===== src/rtl/apuf_eval_ctrl.sv =====
// apuf_eval_ctrl: evaluation controller for a k-XOR arbiter PUF, with a per-channel majority vote over REPEATS evaluations.
// Latency: rsp_valid rises REPEATS*(RESET_CYCLES+SETTLE_CYCLES+1) cycles after the accept edge.
// Backpressure: one request in flight; req_ready stays low until rsp_ready takes the response.
// Optional build macro APUF_STABILITY_EN: adds rsp_unstable, which flags channels whose vote was not unanimous.
module apuf_eval_ctrl #(
  parameter int LINE_LENGTH   = 64,
  parameter int CHANNELS      = 4,
  parameter int REPEATS       = 7,
  parameter int RESET_CYCLES  = 4,
  parameter int SETTLE_CYCLES = 4
) (
  input  logic                   clk,
  input  logic                   rst_n,
  input  logic                   req_valid,
  output logic                   req_ready,
  input  logic [LINE_LENGTH-1:0] req_challenge,
  output logic [LINE_LENGTH-1:0] dl_challenge,
  output logic                   dl_launch,
  input  logic [CHANNELS-1:0]    dl_arb,
  output logic                   rsp_valid,
  input  logic                   rsp_ready,
  output logic                   rsp_bit,
  output logic [CHANNELS-1:0]    rsp_raw
`ifdef APUF_STABILITY_EN
  ,
  output logic [CHANNELS-1:0]    rsp_unstable
`endif
);

  // Vote counters must hold REPEATS. The phase counter only has to reach the longer phase length minus one.
  localparam int CW    = $clog2(REPEATS + 1);
  localparam int MAXPH = (RESET_CYCLES > SETTLE_CYCLES) ? RESET_CYCLES : SETTLE_CYCLES;
  localparam int PW    = (MAXPH > 1) ? $clog2(MAXPH) : 1;

  typedef enum logic [2:0] {
    ST_IDLE,
    ST_LOW,
    ST_HIGH,
    ST_SAMPLE,
    ST_DONE
  } state_t;

  state_t                        state_q, state_d;
  logic [PW-1:0]                 ph_q, ph_d;
  logic [CW-1:0]                 rep_q, rep_d;
  logic [CHANNELS-1:0][CW-1:0]   ones_q, ones_d;
  logic [LINE_LENGTH-1:0]        chal_q, chal_d;
  logic                          launch_q, launch_d;
  logic [CHANNELS-1:0]           arb_s1_q, arb_s1_d;
  logic [CHANNELS-1:0]           arb_s2_q, arb_s2_d;
  logic                          rsp_valid_q, rsp_valid_d;
  logic [CHANNELS-1:0]           raw_q, raw_d;
  logic                          bit_q, bit_d;
`ifdef APUF_STABILITY_EN
  logic [CHANNELS-1:0]           unst_q, unst_d;
`endif

  logic                          accept;
  logic                          ph_last_low;
  logic                          ph_last_high;
  logic [CW-1:0]                 rep_inc;
  logic                          last_rep;
  logic [CHANNELS-1:0][CW-1:0]   ones_inc;
  logic [CHANNELS-1:0]           vote;

  assign accept       = req_valid && (state_q == ST_IDLE);
  assign ph_last_low  = (ph_q == PW'(RESET_CYCLES - 1));
  assign ph_last_high = (ph_q == PW'(SETTLE_CYCLES - 1));
  assign rep_inc      = rep_q + CW'(1);
  assign last_rep     = (rep_inc == CW'(REPEATS));

  // FSM state register
  always_ff @(posedge clk or negedge rst_n) begin
    if (!rst_n) begin
      state_q <= ST_IDLE;
    end else begin
      state_q <= state_d;
    end
  end

  // FSM next state: a LOW/HIGH/SAMPLE evaluation loop runs REPEATS times, then DONE waits for the consumer
  always_comb begin
    state_d = state_q;
    case (state_q)
      ST_IDLE:   if (req_valid)    state_d = ST_LOW;
      ST_LOW:    if (ph_last_low)  state_d = ST_HIGH;
      ST_HIGH:   if (ph_last_high) state_d = ST_SAMPLE;
      ST_SAMPLE: state_d = last_rep ? ST_DONE : ST_LOW;
      ST_DONE:   if (rsp_ready)    state_d = ST_IDLE;
      default:   state_d = ST_IDLE;
    endcase
  end

  // FSM outputs: launch and valid are computed from the next state, so their flops line up with the state register
  always_comb begin
    req_ready   = (state_q == ST_IDLE);
    launch_d    = (state_d == ST_HIGH) || (state_d == ST_SAMPLE);
    rsp_valid_d = (state_d == ST_DONE);
  end

  // Phase timer: restarts on every state change and counts while the FSM stays in LOW or HIGH
  always_comb begin
    ph_d = ph_q;
    if (state_d != state_q) begin
      ph_d = '0;
    end else if ((state_q == ST_LOW) || (state_q == ST_HIGH)) begin
      ph_d = ph_q + PW'(1);
    end
  end

  // Datapath: latch the challenge, synchronise the arbiters, count ones, and form the vote on DONE entry
  always_comb begin
    chal_d   = chal_q;
    rep_d    = rep_q;
    ones_d   = ones_q;
    raw_d    = raw_q;
    bit_d    = bit_q;
    arb_s1_d = dl_arb;
    arb_s2_d = arb_s1_q;
`ifdef APUF_STABILITY_EN
    unst_d   = unst_q;
`endif
    for (int i = 0; i < CHANNELS; i++) begin
      ones_inc[i] = ones_q[i] + CW'(arb_s2_q[i]);
      vote[i]     = (ones_inc[i] > CW'(REPEATS / 2));
    end
    if (accept) begin
      chal_d = req_challenge;
      rep_d  = '0;
      ones_d = '0;
    end else if (state_q == ST_SAMPLE) begin
      rep_d  = rep_inc;
      ones_d = ones_inc;
      if (last_rep) begin
        raw_d = vote;
        bit_d = ^vote;
`ifdef APUF_STABILITY_EN
        for (int i = 0; i < CHANNELS; i++) begin
          unst_d[i] = (ones_inc[i] != '0) && (ones_inc[i] != CW'(REPEATS));
        end
`endif
      end
    end
  end

  // Datapath and output registers; the reset clears everything, including a response that is still pending
  always_ff @(posedge clk or negedge rst_n) begin
    if (!rst_n) begin
      ph_q        <= '0;
      rep_q       <= '0;
      ones_q      <= '0;
      chal_q      <= '0;
      launch_q    <= 1'b0;
      arb_s1_q    <= '0;
      arb_s2_q    <= '0;
      rsp_valid_q <= 1'b0;
      raw_q       <= '0;
      bit_q       <= 1'b0;
`ifdef APUF_STABILITY_EN
      unst_q      <= '0;
`endif
    end else begin
      ph_q        <= ph_d;
      rep_q       <= rep_d;
      ones_q      <= ones_d;
      chal_q      <= chal_d;
      launch_q    <= launch_d;
      arb_s1_q    <= arb_s1_d;
      arb_s2_q    <= arb_s2_d;
      rsp_valid_q <= rsp_valid_d;
      raw_q       <= raw_d;
      bit_q       <= bit_d;
`ifdef APUF_STABILITY_EN
      unst_q      <= unst_d;
`endif
    end
  end

  assign dl_challenge = chal_q;
  assign dl_launch    = launch_q;
  assign rsp_valid    = rsp_valid_q;
  assign rsp_raw      = raw_q;
  assign rsp_bit      = bit_q;
`ifdef APUF_STABILITY_EN
  assign rsp_unstable = unst_q;
`endif

endmodule


===== config.mk =====
export PLATFORM = sky130hd
export DESIGN_NAME = apuf_eval_ctrl
export DESIGN_NICKNAME = d
export VERILOG_FILES = /design/src/rtl/apuf_eval_ctrl.sv
export SDC_FILE = /design/constraint.sdc
export NUM_CORES = 1
export LEC_CHECK = 0
export ABC_AREA = 1
export BUFFER_PORTS_ARGS = -buffer_cell sky130_fd_sc_hd__buf_2
export CAP_MARGIN = 5
export CORE_MARGIN = 8
export CORE_UTILIZATION = 44
export CTS_BUF_LIST = sky130_fd_sc_hd__clkbuf_16
export DETAILED_ROUTE_END_ITERATION = 7
export GPL_TIMING_DRIVEN = 0
export PLACE_DENSITY_LB_ADDON = 0.12
export SYNTH_ARGS = -nofsm -noshare
export SYNTH_HDL_FRONTEND = slang
export SYNTH_SLANG_ARGS = --single-unit

===== constraint.sdc =====
create_clock -name clk -period 1.5 [get_ports clk]
set_input_delay 0.225 -clock clk [delete_from_list [all_inputs] [get_ports clk]]
set_output_delay 0.225 -clock clk [all_outputs]
set_load 0.02 [all_outputs]

==> results of run 1 <==
==> layout make-up <==
cell class	instances	area [um^2]	area share
flip-flops and latches	99	2480	0.457
multi-input cells	303	1520	0.279
repair buffers	153	828	0.153
clock buffers	9	225	0.0415
well taps	108	135	0.0249
plain buffers	18	101	0.0187
clock inverters	7	92.6	0.0171
inverters	11	43.8	0.00808
==> power groups by stage <==
stage	Combinational (W)	Sequential [W]	Clock, W
2_1_floorplan	0.00178	0.00531	0
3_3_place_gp	0.00430	0.00425	0
3_5_place_dp	0.00440	0.00428	0
4_1_cts	0.00444	0.00426	0.00251
5_1_grt	0.00504	0.00443	0.00261
6_report	0.00451	0.00430	0.00243
==> worst max-delay path, stage by stage, from the launching register on <==
cell	delay [ns]
dfrtp_2	0.45
nor2_4	0.17
inv_2	0.05
nor2_1	0.08
buf_4	0.15
==> flip-flops by register name (all words and copies together), names as in the netlist <==
register      count
dl_challenge     64
ones_q           12
arb_s1_q          4
arb_s2_q          4
rsp_raw           4
rep_q             3
state_q           3
ph_q              2
dl_launch         1
rsp_bit           1
rsp_valid         1
==> cell families after synthesis <==
kind of cell	Yosys count
DFF	99
xor gates and xnor gates	10
and+or+nand+nor	270
adders and majority gates	11
buffers and inverters	29
AOI/OAI and AO/OA	12
==> cell usage after synthesis, drive strengths merged <==
cell / count
a21boi: 2
a21oi: 1
buf: 13
clkbuf: 5
clkinv: 1
dfrtp: 99
ha: 11
inv: 10
nand2: 239
nand3: 20
nand3b: 2
nor2: 9
o21ai: 9
xnor2: 3
xor2: 7
==> worst paths after layout <==
| check | to |
|---|---|
| hold reg to reg | arb_s2_q[2] |
| setup reg to reg | rsp_bit |
| hold / removal | dl_challenge[61] |
| setup / recovery | req_ready |
| min in group asynchronous | rsp_raw[3] |
| max in group asynchronous | state_q[0] |
==> repair_timing <==
item	4_1_cts	5_1_grt
endpoints found under the hold margin	42	0
endpoints found under the setup margin	61	22
setup buffers	0	4
hold buffers	5	0
gates resized for setup	7	23
pin swaps	1	9
==> through the flow <==
stage	util	worst slack [ns]	total power (W)	hold slack (ns)	instances
global placement	0.552	-0.832	0.00855	0.334	682
global route	0.619	-0.0368	0.0121	0.0691	708
finish	0.619	0.0572	0.0112	0.0792	708
CTS	0.602	-0.0194	0.0112	0.0700	704
floorplan	-	0.0412	0.00708	-0.0706	431
detailed placement	0.555	-0.115	0.00868	0.240	683
==> routing by layer <==
| metal | GRT usage | share of wire |
|---|---|---|
| met1 | 0.202 | 0.46 |
| met2 | 0.240 | 0.44 |
| met3 | 0.0676 | 0.085 |
| met4 | 0.0533 | 0.013 |
| met5 | 0 | 0 |
==> flow_results.xml, run 1 <==
<?xml version="1.0" encoding="UTF-8"?>
<metrics>
  <group name="setup_path">
    <metric name="endpoint_kind" unit="">primary output</metric>
    <metric name="path_class" unit="">reg2out</metric>
    <metric name="reg2reg_setup_slack" unit="ns">0.07</metric>
    <metric name="worstPathMaxFanout" unit="">6</metric>
    <metric name="timing.rr.start" unit="">ones_q[3]</metric>
    <metric name="worst-endpoint-required" unit="ns">1.27</metric>
    <metric name="kind_of_launch_point_of_the_worst_setup_path" unit="">flip-flop</metric>
    <metric name="rr_worst_depth" unit="">7</metric>
    <metric name="crit_arrival" unit="ns">1.22</metric>
    <metric name="startpoint" unit="">state_q[1]</metric>
  </group>
  <group name="sta">
    <metric name="fin_crit" unit="ns">1.44</metric>
    <metric name="setup_tns" unit="ns">0</metric>
    <metric name="achievable-frequency" unit="MHz">693</metric>
    <metric name="grt_setup_unrepaired" unit="">yes</metric>
    <metric name="worst_pin_slew" unit="ns">0.521</metric>
    <metric name="timing.clock.skew" unit="ns">0.0138</metric>
    <metric name="slew_violations" unit="">0</metric>
    <metric name="relSlewSlack" unit="">0.653</metric>
    <metric name="endpoints_failing_hold" unit="">0</metric>
    <metric name="post-route-period-util" unit="">0.962</metric>
    <metric name="setup_viol_count_final" unit="">0</metric>
  </group>
  <group name="power_and_ir_drop">
    <metric name="power_per_cell_area" unit="nW/um^2">2070</metric>
    <metric name="power.net_switching" unit="W">0.00448</metric>
    <metric name="power.static_leakage" unit="nW">3.09</metric>
    <metric name="ir_drop_worst_case_vdd" unit="V">0.000999</metric>
    <metric name="power.switching_fraction" unit="">0.399</metric>
    <metric name="share_comb_of_total_power" unit="">0.401</metric>
    <metric name="share_clk_of_total_power" unit="">0.216</metric>
    <metric name="internal-power" unit="W">0.00676</metric>
    <metric name="share_seq_of_total_power" unit="">0.383</metric>
  </group>
  <group name="synth">
    <metric name="synth_compound_gate_area_share" unit="">0.0192</metric>
    <metric name="synthTopCellsByArea" unit="">dfrtp_1, nand2_1, ha_1</metric>
    <metric name="synth_nets" unit="">514</metric>
    <metric name="synth.ff_latch_count" unit="">99</metric>
    <metric name="synth_seq_area_share" unit="">0.622</metric>
    <metric name="yosys-mux-area-fraction" unit="">0</metric>
    <metric name="syn_area" unit="um^2">3980</metric>
    <metric name="post_synth.cell_area_avg" unit="um^2">9.24</metric>
    <metric name="synth.largest_area_cell" unit="">dfrtp_1</metric>
    <metric name="synth_simple_gate_area_share" unit="">0.268</metric>
    <metric name="yosys.area_share.adder" unit="">0.0345</metric>
    <metric name="synthesis.instances" unit="">431</metric>
    <metric name="yosysWarnings" unit="">0</metric>
    <metric name="post_synthesis_share_of_cell_area_spent_on_xor_and_xnor_gates" unit="">0.0220</metric>
    <metric name="dominant_combinational_cell_family_by_area_after_synthesis" unit="">simple AND/OR/NAND/NOR gates</metric>
    <metric name="post_synth_num_cell_types" unit="">23</metric>
    <metric name="netlist.area_leader.share" unit="">0.622</metric>
  </group>
  <group name="cells_and_area">
    <metric name="layout.cells.most_common_list" unit="">nand2_1, buf_2, dfrtp_1</metric>
    <metric name="stdcell_area" unit="um^2">5420</metric>
    <metric name="layout_commonest_cell" unit="">nand2_1</metric>
    <metric name="fillCellCount" unit="">759</metric>
    <metric name="layout_overhead_on_the_synthesized_area" unit="%">36.1</metric>
    <metric name="finalNetCount" unit="">678</metric>
    <metric name="antenna_cells" unit="">0</metric>
    <metric name="layout-drive-gt1-share" unit="">0.335</metric>
  </group>
  <group name="floorplan">
    <metric name="die-width" unit="um">111</metric>
    <metric name="floorplan.die_area" unit="um^2">12400</metric>
    <metric name="initial_core_util" unit="">0.455</metric>
    <metric name="top_level_ports" unit="">144</metric>
    <metric name="std_cell_rows" unit="">34</metric>
    <metric name="die-height" unit="um">111</metric>
    <metric name="core_region_area" unit="um^2">8760</metric>
  </group>
  <group name="routing">
    <metric name="route.detailed.drc" unit="">0</metric>
    <metric name="drt-pass1-iter-count" unit="">5</metric>
    <metric name="wl_per_cell" unit="um">14.0</metric>
    <metric name="antenna_violation_net_count_after_detailed_routing" unit="">0</metric>
    <metric name="wirelength" unit="um">9940</metric>
    <metric name="post_drt_via_cell_ratio" unit="">4.65</metric>
    <metric name="drt_iter0_drc" unit="">192</metric>
    <metric name="routed-via-count" unit="">3290</metric>
  </group>
  <group name="cts">
    <metric name="clock_latency" unit="ns">0.33</metric>
    <metric name="tritoncts" unit="">done</metric>
    <metric name="cts_inserted_buffers" unit="">9</metric>
    <metric name="worst_setup_hold_path_clk_slew" unit="ns">0.07</metric>
    <metric name="clock_sink_count" unit="">99</metric>
    <metric name="clk_root_buffer_cell" unit="">clkbuf_16</metric>
    <metric name="h-tree-depth" unit="">3</metric>
    <metric name="clk_path_buf_depth" unit="">2</metric>
  </group>
  <group name="global_route">
    <metric name="antenna_violations_before_repair" unit="">0</metric>
    <metric name="first_global_vias" unit="">3346</metric>
    <metric name="grt_remaining_overflow" unit="">0</metric>
    <metric name="grt_use_total" unit="">0.160</metric>
    <metric name="grt_first_pass_wirelength" unit="um">16500</metric>
    <metric name="grt_max_degree" unit="">62</metric>
  </group>
  <group name="worst_hold_path">
    <metric name="timing.hold.worst.class" unit="">in2reg</metric>
    <metric name="timing.hold.worst_path_depth" unit="">3</metric>
    <metric name="worst_hold_startpoint" unit="">req_challenge[61]</metric>
  </group>
  <group name="outcome">
    <metric name="status" unit="">finished, final reports clean</metric>
  </group>
  <group name="run">
    <metric name="drv.max_cap_violation_count" unit="">0</metric>
  </group>
  <group name="placement">
    <metric name="detailed_place.area" unit="um^2">4860</metric>
    <metric name="hpwlAfterDp" unit="um">7080</metric>
    <metric name="port-buffer-count" unit="">143</metric>
    <metric name="globalplace.congestion" unit="">0.742</metric>
  </group>
</metrics>
Note: power is estimated with default switching activity, not from simulation.
==> run 2: changes to the inputs <==
CORE_MARGIN = 4   (was 8)
CTS_BUF_LIST = not set   (was sky130_fd_sc_hd__clkbuf_16)
==> run 2 against run 1 <==
Net effect: maximum frequency fell by 1.8%; clock power down 26%; hold slack got worse by 0.033 ns; sequential share of layout area grew 1.1 points; combinational power fell by 1%; worst setup slack got worse by 0.026 ns; utilization shrank 1.5 points; die area is 14% lower; clock skew down 0.00089 ns; non-clock buffer count grew 2; largest power group unchanged; final cell count grew 0.28%; critical path depth rose by 3.
==> flow_results.xml, run 2 (synthesis gave the netlist of run 1 again) <==
<?xml version="1.0" encoding="UTF-8"?>
<metrics>
  <group name="global_route">
    <metric name="first_global_vias" unit="">3311</metric>
    <metric name="antenna_violations_before_repair" unit="">0</metric>
    <metric name="grt_use_total" unit="">0.180</metric>
    <metric name="grt_first_pass_wirelength" unit="um">15000</metric>
    <metric name="grt_max_degree" unit="">58</metric>
    <metric name="grt_remaining_overflow" unit="">0</metric>
  </group>
  <group name="setup_path">
    <metric name="reg2reg_setup_slack" unit="ns">0.03</metric>
    <metric name="kind_of_launch_point_of_the_worst_setup_path" unit="">flip-flop</metric>
    <metric name="worst_path_largest_cell_delay" unit="ns">0.39</metric>
    <metric name="critical_path.reg2reg.endpoint" unit="">rsp_bit</metric>
    <metric name="endpoint_kind" unit="">flip-flop</metric>
    <metric name="timing.critical_path.slowest_stage_cell" unit="">dfrtp_1</metric>
    <metric name="path_depth" unit="">7</metric>
    <metric name="timing.critical_path.to" unit="">rsp_bit</metric>
    <metric name="worst-endpoint-required" unit="ns">1.75</metric>
    <metric name="timing.rr.start" unit="">ones_q[9]</metric>
    <metric name="critical-path-top-delay-family" unit="">adder cells</metric>
    <metric name="critical_path.cell_chain" unit="">ha_1 -&gt; ha_2 -&gt; xor2_4 -&gt; xor2_1 -&gt; nand2_1 -&gt; nand3_1 -&gt; nand2_1</metric>
    <metric name="crit_arrival" unit="ns">1.72</metric>
    <metric name="path_class" unit="">reg2reg</metric>
    <metric name="worstPathMaxFanout" unit="">4</metric>
    <metric name="rr_worst_depth" unit="">7</metric>
    <metric name="startpoint" unit="">ones_q[9]</metric>
    <metric name="crit_buf_inv" unit="">0</metric>
    <metric name="path_common_cell" unit="">nand2_1</metric>
  </group>
  <group name="sta">
    <metric name="worst_pin_slew" unit="ns">0.572</metric>
    <metric name="grt_setup_unrepaired" unit="">yes</metric>
    <metric name="achievable-frequency" unit="MHz">681</metric>
    <metric name="timing.clock.skew" unit="ns">0.0129</metric>
    <metric name="relSlewSlack" unit="">0.619</metric>
    <metric name="slew_violations" unit="">0</metric>
    <metric name="endpoints_failing_hold" unit="">0</metric>
    <metric name="setup_viol_count_final" unit="">0</metric>
    <metric name="fin_crit" unit="ns">1.47</metric>
    <metric name="fin_hold_ws" unit="ns">0.0457</metric>
    <metric name="post-route-period-util" unit="">0.979</metric>
    <metric name="timing.final.ws_setup" unit="ns">0.0311</metric>
  </group>
  <group name="floorplan">
    <metric name="initial_core_util" unit="">0.455</metric>
    <metric name="die-height" unit="um">103</metric>
    <metric name="core_region_area" unit="um^2">8760</metric>
    <metric name="top_level_ports" unit="">144</metric>
    <metric name="std_cell_rows" unit="">34</metric>
    <metric name="die-width" unit="um">103</metric>
    <metric name="floorplan.die_area" unit="um^2">10600</metric>
  </group>
  <group name="outcome">
    <metric name="status" unit="">finished, final reports clean</metric>
  </group>
  <group name="cells_and_area">
    <metric name="layout_overhead_on_the_synthesized_area" unit="%">32.8</metric>
    <metric name="max_reg_flops" unit="">64</metric>
    <metric name="fillCellCount" unit="">812</metric>
    <metric name="layout.cells.most_common_list" unit="">nand2_1, buf_2, dfrtp_1</metric>
    <metric name="antenna_cells" unit="">0</metric>
    <metric name="finalNetCount" unit="">680</metric>
    <metric name="layout_commonest_cell" unit="">nand2_1</metric>
    <metric name="layout-drive-gt1-share" unit="">0.342</metric>
    <metric name="final_cell_count_no_fill" unit="">710</metric>
  </group>
  <group name="cts">
    <metric name="clk_root_buffer_cell" unit="">clkbuf_8</metric>
    <metric name="h-tree-depth" unit="">3</metric>
    <metric name="clock_latency" unit="ns">0.36</metric>
    <metric name="clock_sink_count" unit="">99</metric>
    <metric name="clk_path_buf_depth" unit="">2</metric>
    <metric name="worst_setup_hold_path_clk_slew" unit="ns">0.11</metric>
    <metric name="cts_inserted_buffers" unit="">9</metric>
    <metric name="tritoncts" unit="">done</metric>
  </group>
  <group name="placement">
    <metric name="port-buffer-count" unit="">143</metric>
    <metric name="place.detailed.instances" unit="">683</metric>
    <metric name="globalplace.congestion" unit="">0.787</metric>
    <metric name="hpwlAfterDp" unit="um">6580</metric>
    <metric name="post-place-ws" unit="ns">-0.0952</metric>
  </group>
  <group name="power_and_ir_drop">
    <metric name="power.static_leakage" unit="nW">3.05</metric>
    <metric name="power_per_cell_area" unit="nW/um^2">1990</metric>
    <metric name="ir_drop_worst_case_vdd" unit="V">0.00103</metric>
    <metric name="totalPowerFinal" unit="W">0.0105</metric>
  </group>
  <group name="routing">
    <metric name="antenna_violation_net_count_after_detailed_routing" unit="">0</metric>
    <metric name="wirelength" unit="um">9140</metric>
    <metric name="drt-pass1-iter-count" unit="">4</metric>
    <metric name="drt_iter0_drc" unit="">61</metric>
    <metric name="route.detailed.drc" unit="">0</metric>
    <metric name="wl_per_cell" unit="um">12.9</metric>
    <metric name="routed-via-count" unit="">3263</metric>
    <metric name="post_drt_via_cell_ratio" unit="">4.60</metric>
  </group>
  <group name="worst_hold_path">
    <metric name="timing.hold.worst.class" unit="">in2reg</metric>
  </group>
  <group name="run">
    <metric name="drv.max_cap_violation_count" unit="">0</metric>
  </group>
</metrics>
[run 2: final cells by class]
class | instances | area [um^2] | share of cell area
clock buffer | 11 | 141 | 0.0267
multi-input combinational | 303 | 1470 | 0.279
inverter | 11 | 43.8 | 0.00828
tap | 108 | 135 | 0.0255
sequential | 99 | 2480 | 0.469
buffer | 18 | 103 | 0.0194
clock inverter | 5 | 66.3 | 0.0125
timing repair buffer | 155 | 847 | 0.160
[run 2: worst register-to-register path, delay by kind of cell (launching register included)]
family	cells	cell delay, ns
and+or+nand+nor	3	0.19
DFF	1	0.39
adders and majority gates	2	0.41
xor gates and xnor gates	2	0.38
[run 2: timing repair]
item | 4_1_cts | 5_1_grt
pin swaps | 1 | 8
gates resized for setup | 9 | 21
endpoints found under the hold margin | 46 | 0
hold buffers | 5 | 0
setup buffers | 0 | 6
setup endpoints to repair | 62 | 23
[run 2: per-stage QoR]
step                       util  setup TNS [ns]  instance area, um^2
after floorplan               -               0                 3980
after global placement    0.552          -84.41                 4830
after detailed placement  0.555           -2.66                 4860
after CTS                 0.590         -0.0184                 5170
after global routing      0.604          -0.122                 5290
final                     0.604               0                 5290
[run 2: worst min path at each step]
stage	from	to	slack, ns	cells after the start
4_1_cts	req_challenge[9]	dl_challenge[9]	0.02	3
2_1_floorplan	rst_n	arb_s1_q[0]	-0.07	0
3_3_place_gp	arb_s1_q[2]	arb_s2_q[2]	0.33	0
5_1_grt	req_challenge[36]	dl_challenge[36]	0.02	3
3_5_place_dp	rst_n	rsp_raw[3]	0.26	1
6_report	req_challenge[9]	dl_challenge[9]	0.05	3
[run 2: where the power goes]
group / internal (W) / switching (W)
clock: 0.000843 / 0.000951
combinational: 0.00159 / 0.00286
sequential: 0.00370 / 0.000582
[run 2: layer usage]
metal	GRT usage	up-vias	wire length [um]
li1	-	1650	-
met1	0.215	1506	3780
met2	0.295	99	4440
met3	0.0839	8	818
met4	0.0498	0	107
met5	0	-	0
==> run 3: changes to the inputs <==
ABC_AREA = 0   (was 1)
CORE_ASPECT_RATIO = 1.5   (was not set)
CORE_UTILIZATION = 46   (was 44)
==> run 3 against run 2 <==
Net effect: the flow now finishes with violations (setup timing); routed wire length is 4.0% lower; power is 18% higher; combinational power is 32% higher; synthesized cell count is 35% lower; design area is 13% higher; sequential power is 2% higher; flip-flop and latch count stayed put; critical path type unchanged; largest cell class unchanged; largest power group unchanged.
==> flow_results.xml, run 3 <==
<?xml version="1.0" encoding="UTF-8"?>
<metrics>
  <group name="outcome">
    <metric name="status" unit="">finished, violations left</metric>
    <metric name="failed_checks" unit="">setup timing</metric>
  </group>
  <group name="sta">
    <metric name="grt_setup_unrepaired" unit="">yes</metric>
    <metric name="fin_crit" unit="ns">1.55</metric>
    <metric name="setup_viol_count_final" unit="">51</metric>
    <metric name="setup_tns" unit="ns">-1.07</metric>
    <metric name="post-route-period-util" unit="">1.03</metric>
    <metric name="worst_pin_slew" unit="ns">0.634</metric>
    <metric name="relSlewSlack" unit="">0.577</metric>
    <metric name="endpoints_failing_hold" unit="">0</metric>
    <metric name="timing.final.ws_setup" unit="ns">-0.0500</metric>
    <metric name="timing.clock.skew" unit="ns">0.00554</metric>
    <metric name="slew_violations" unit="">0</metric>
    <metric name="fin_hold_ws" unit="ns">0.108</metric>
    <metric name="achievable-frequency" unit="MHz">645</metric>
  </group>
  <group name="floorplan">
    <metric name="die-height" unit="um">128</metric>
    <metric name="core_region_area" unit="um^2">9250</metric>
    <metric name="die-width" unit="um">87.7</metric>
    <metric name="top_level_ports" unit="">144</metric>
    <metric name="std_cell_rows" unit="">43</metric>
    <metric name="initial_core_util" unit="">0.474</metric>
    <metric name="floorplan.die_area" unit="um^2">11200</metric>
  </group>
  <group name="setup_path">
    <metric name="crit_arrival" unit="ns">1.77</metric>
    <metric name="kind_of_launch_point_of_the_worst_setup_path" unit="">flip-flop</metric>
    <metric name="critical_path.cell_chain" unit="">ha_2 -&gt; ha_4 -&gt; xnor2_4 -&gt; xnor2_1 -&gt; xnor2_1 -&gt; mux2_4</metric>
    <metric name="timing.critical_path.to" unit="">rsp_bit</metric>
    <metric name="critical-path-top-delay-family" unit="">XOR/XNOR gates</metric>
    <metric name="crit_buf_inv" unit="">0</metric>
    <metric name="path_class" unit="">reg2reg</metric>
    <metric name="critical_path.reg2reg.endpoint" unit="">rsp_bit</metric>
    <metric name="timing.critical_path.slowest_stage_cell" unit="">dfrtp_1</metric>
    <metric name="worst_path_largest_cell_delay" unit="ns">0.39</metric>
    <metric name="rr_worst_depth" unit="">6</metric>
    <metric name="startpoint" unit="">ones_q[9]</metric>
    <metric name="path_common_cell" unit="">xnor2_1</metric>
    <metric name="worstPathMaxFanout" unit="">2</metric>
    <metric name="path_depth" unit="">6</metric>
    <metric name="worst-endpoint-required" unit="ns">1.72</metric>
    <metric name="reg2reg_setup_slack" unit="ns">-0.05</metric>
    <metric name="timing.rr.start" unit="">ones_q[9]</metric>
    <metric name="endpoint_kind" unit="">flip-flop</metric>
  </group>
  <group name="synth">
    <metric name="syn_area" unit="um^2">4380</metric>
    <metric name="post_synth.cell_area_avg" unit="um^2">15.6</metric>
    <metric name="ys_top_cells_by_count" unit="">dfrtp_1, mux2_4, nand2_1</metric>
    <metric name="yosys-mux-area-fraction" unit="">0.227</metric>
    <metric name="synth-edff-count" unit="">0</metric>
    <metric name="yosys.area_share.adder" unit="">0.0314</metric>
    <metric name="dominant_combinational_cell_family_by_area_after_synthesis" unit="">multiplexers</metric>
    <metric name="synth_seq_area_share" unit="">0.565</metric>
    <metric name="synthTopCellsByArea" unit="">dfrtp_1, mux2_4, buf_12</metric>
    <metric name="yosysWarnings" unit="">0</metric>
    <metric name="post_synth_num_cell_types" unit="">33</metric>
    <metric name="synth_ff_type" unit="">dfrtp_1</metric>
    <metric name="synthesis.instances" unit="">281</metric>
    <metric name="synth.largest_area_cell" unit="">dfrtp_1</metric>
    <metric name="yosys.cell_count.top_type" unit="">dfrtp_1</metric>
    <metric name="synth_compound_gate_area_share" unit="">0.0343</metric>
    <metric name="synth_simple_gate_area_share" unit="">0.0571</metric>
    <metric name="synth_nets" unit="">364</metric>
    <metric name="ys_async_sr_fraction" unit="">1.00</metric>
    <metric name="netlist.area_leader.share" unit="">0.565</metric>
    <metric name="post_synthesis_share_of_cell_area_spent_on_xor_and_xnor_gates" unit="">0.0300</metric>
    <metric name="synth.ff_latch_count" unit="">99</metric>
  </group>
  <group name="routing">
    <metric name="wl_per_cell" unit="um">15.3</metric>
    <metric name="wirelength" unit="um">8780</metric>
    <metric name="drt_iter0_drc" unit="">65</metric>
    <metric name="routed-via-count" unit="">2720</metric>
    <metric name="antenna_violation_net_count_after_detailed_routing" unit="">0</metric>
    <metric name="route.detailed.drc" unit="">0</metric>
    <metric name="drt-pass1-iter-count" unit="">4</metric>
    <metric name="post_drt_via_cell_ratio" unit="">4.75</metric>
  </group>
  <group name="cells_and_area">
    <metric name="layout-drive-gt1-share" unit="">0.614</metric>
    <metric name="max_reg_flops" unit="">64</metric>
    <metric name="fillCellCount" unit="">713</metric>
    <metric name="finalNetCount" unit="">539</metric>
    <metric name="layout_overhead_on_the_synthesized_area" unit="%">36.1</metric>
    <metric name="layout.cells.most_common_list" unit="">buf_2, dfrtp_1, mux2_4</metric>
    <metric name="antenna_cells" unit="">0</metric>
    <metric name="layout_commonest_cell" unit="">buf_2</metric>
    <metric name="final_cell_count_no_fill" unit="">573</metric>
  </group>
  <group name="power_and_ir_drop">
    <metric name="power.static_leakage" unit="nW">2.94</metric>
    <metric name="power.switching_fraction" unit="">0.357</metric>
    <metric name="power_per_cell_area" unit="nW/um^2">2080</metric>
    <metric name="share_clk_of_total_power" unit="">0.177</metric>
    <metric name="internal-power" unit="W">0.00800</metric>
    <metric name="ir_drop_worst_case_vdd" unit="V">0.00126</metric>
    <metric name="power.net_switching" unit="W">0.00444</metric>
    <metric name="share_seq_of_total_power" unit="">0.350</metric>
    <metric name="share_comb_of_total_power" unit="">0.474</metric>
  </group>
  <group name="global_route">
    <metric name="grt_max_degree" unit="">52</metric>
    <metric name="grt_remaining_overflow" unit="">0</metric>
    <metric name="grt_first_pass_wirelength" unit="um">13700</metric>
    <metric name="first_global_vias" unit="">2816</metric>
    <metric name="antenna_violations_before_repair" unit="">0</metric>
    <metric name="grt_use_total" unit="">0.159</metric>
  </group>
  <group name="placement">
    <metric name="post-place-ws" unit="ns">-0.0665</metric>
    <metric name="port-buffer-count" unit="">143</metric>
    <metric name="place.detailed.instances" unit="">537</metric>
    <metric name="globalplace.congestion" unit="">0.704</metric>
    <metric name="hpwlAfterDp" unit="um">6100</metric>
  </group>
  <group name="worst_hold_path">
    <metric name="timing.hold.worst.class" unit="">in2reg</metric>
  </group>
  <group name="cts">
    <metric name="clk_path_buf_depth" unit="">2</metric>
    <metric name="tritoncts" unit="">done</metric>
    <metric name="clock_sink_count" unit="">99</metric>
    <metric name="worst_setup_hold_path_clk_slew" unit="ns">0.07</metric>
    <metric name="h-tree-depth" unit="">3</metric>
    <metric name="clock_latency" unit="ns">0.34</metric>
    <metric name="clk_root_buffer_cell" unit="">clkbuf_16</metric>
    <metric name="cts_inserted_buffers" unit="">9</metric>
  </group>
  <group name="run">
    <metric name="drv.max_cap_violation_count" unit="">0</metric>
  </group>
</metrics>
[run 3: final cells by class]
cell class,count,area (um^2),area share
Multi-Input combinational cell,165,1810,0.304
Clock buffer,9,225,0.0378
Tap cell,112,140,0.0235
Sequential cell,99,2480,0.415
Clock inverter,7,57.6,0.00965
Buffer,14,231,0.0388
Inverter,2,7.51,0.00126
Timing Repair Buffer,165,1010,0.170
[run 3: logic make-up (layout without fill, tap and decap cells)]
group / after synthesis / in the layout
flops: 99 / 99
simple gates: 48 / 48
fa+ha+maj: 11 / 11
xor+xnor: 15 / 15
compound gates: 24 / 24
buf+inv: 17 / 197
mux: 67 / 67
[run 3: power groups by stage]
stage | Clock (W) | Sequential [W] | Combinational [W]
finish | 0.00220 | 0.00435 | 0.00589
global route | 0.00237 | 0.00450 | 0.00628
CTS | 0.00226 | 0.00436 | 0.00572
detailed placement | 0 | 0.00434 | 0.00563
global placement | 0 | 0.00435 | 0.00553
floorplan | 0 | 0.00546 | 0.00297
[run 3: how the worst min path moves through the flow]
stage                     depth (start not counted)              start                to
after floorplan                                   0              rst_n       arb_s1_q[0]
after global placement                            0        arb_s1_q[0]       arb_s2_q[0]
after detailed placement                          1              rst_n        rsp_raw[1]
after CTS                                         2  req_challenge[16]  dl_challenge[16]
after global routing                              2  req_challenge[20]  dl_challenge[20]
final                                             2  req_challenge[58]  dl_challenge[58]
[run 3: per-layer routing]
metal / global-route usage / part of all wire
met5: 0 / 0
met2: 0.262 / 0.52
met1: 0.195 / 0.40
met3: 0.0432 / 0.060
met4: 0.0632 / 0.018
[run 3: per-stage QoR]
| step | power [W] | cell area (um^2) | util |
|---|---|---|---|
| after floorplan | 0.00842 | 4470 | - |
| after global placement | 0.00988 | 5330 | 0.576 |
| after detailed placement | 0.00997 | 5360 | 0.579 |
| after CTS | 0.0123 | 5790 | 0.626 |
| after global routing | 0.0131 | 5970 | 0.645 |
| final | 0.0124 | 5970 | 0.645 |
[run 3: what timing repair did]
item                                    CTS  global route
gates resized for setup                   5             8
buffers inserted                          5             6
pin swaps                                 6             4
cloned                                    1             4
hold endpoints to repair                 52             0
hold buffers                              5             0
endpoints found under the setup margin   66            79
[run 3: worst reg2reg max path: cells and delay by family, from the launching register on]
kind / cells / cell delay (ns)
DFF: 1 / 0.39
muxes: 1 / 0.26
adders and majority gates: 2 / 0.37
xor gates and xnor gates: 3 / 0.42
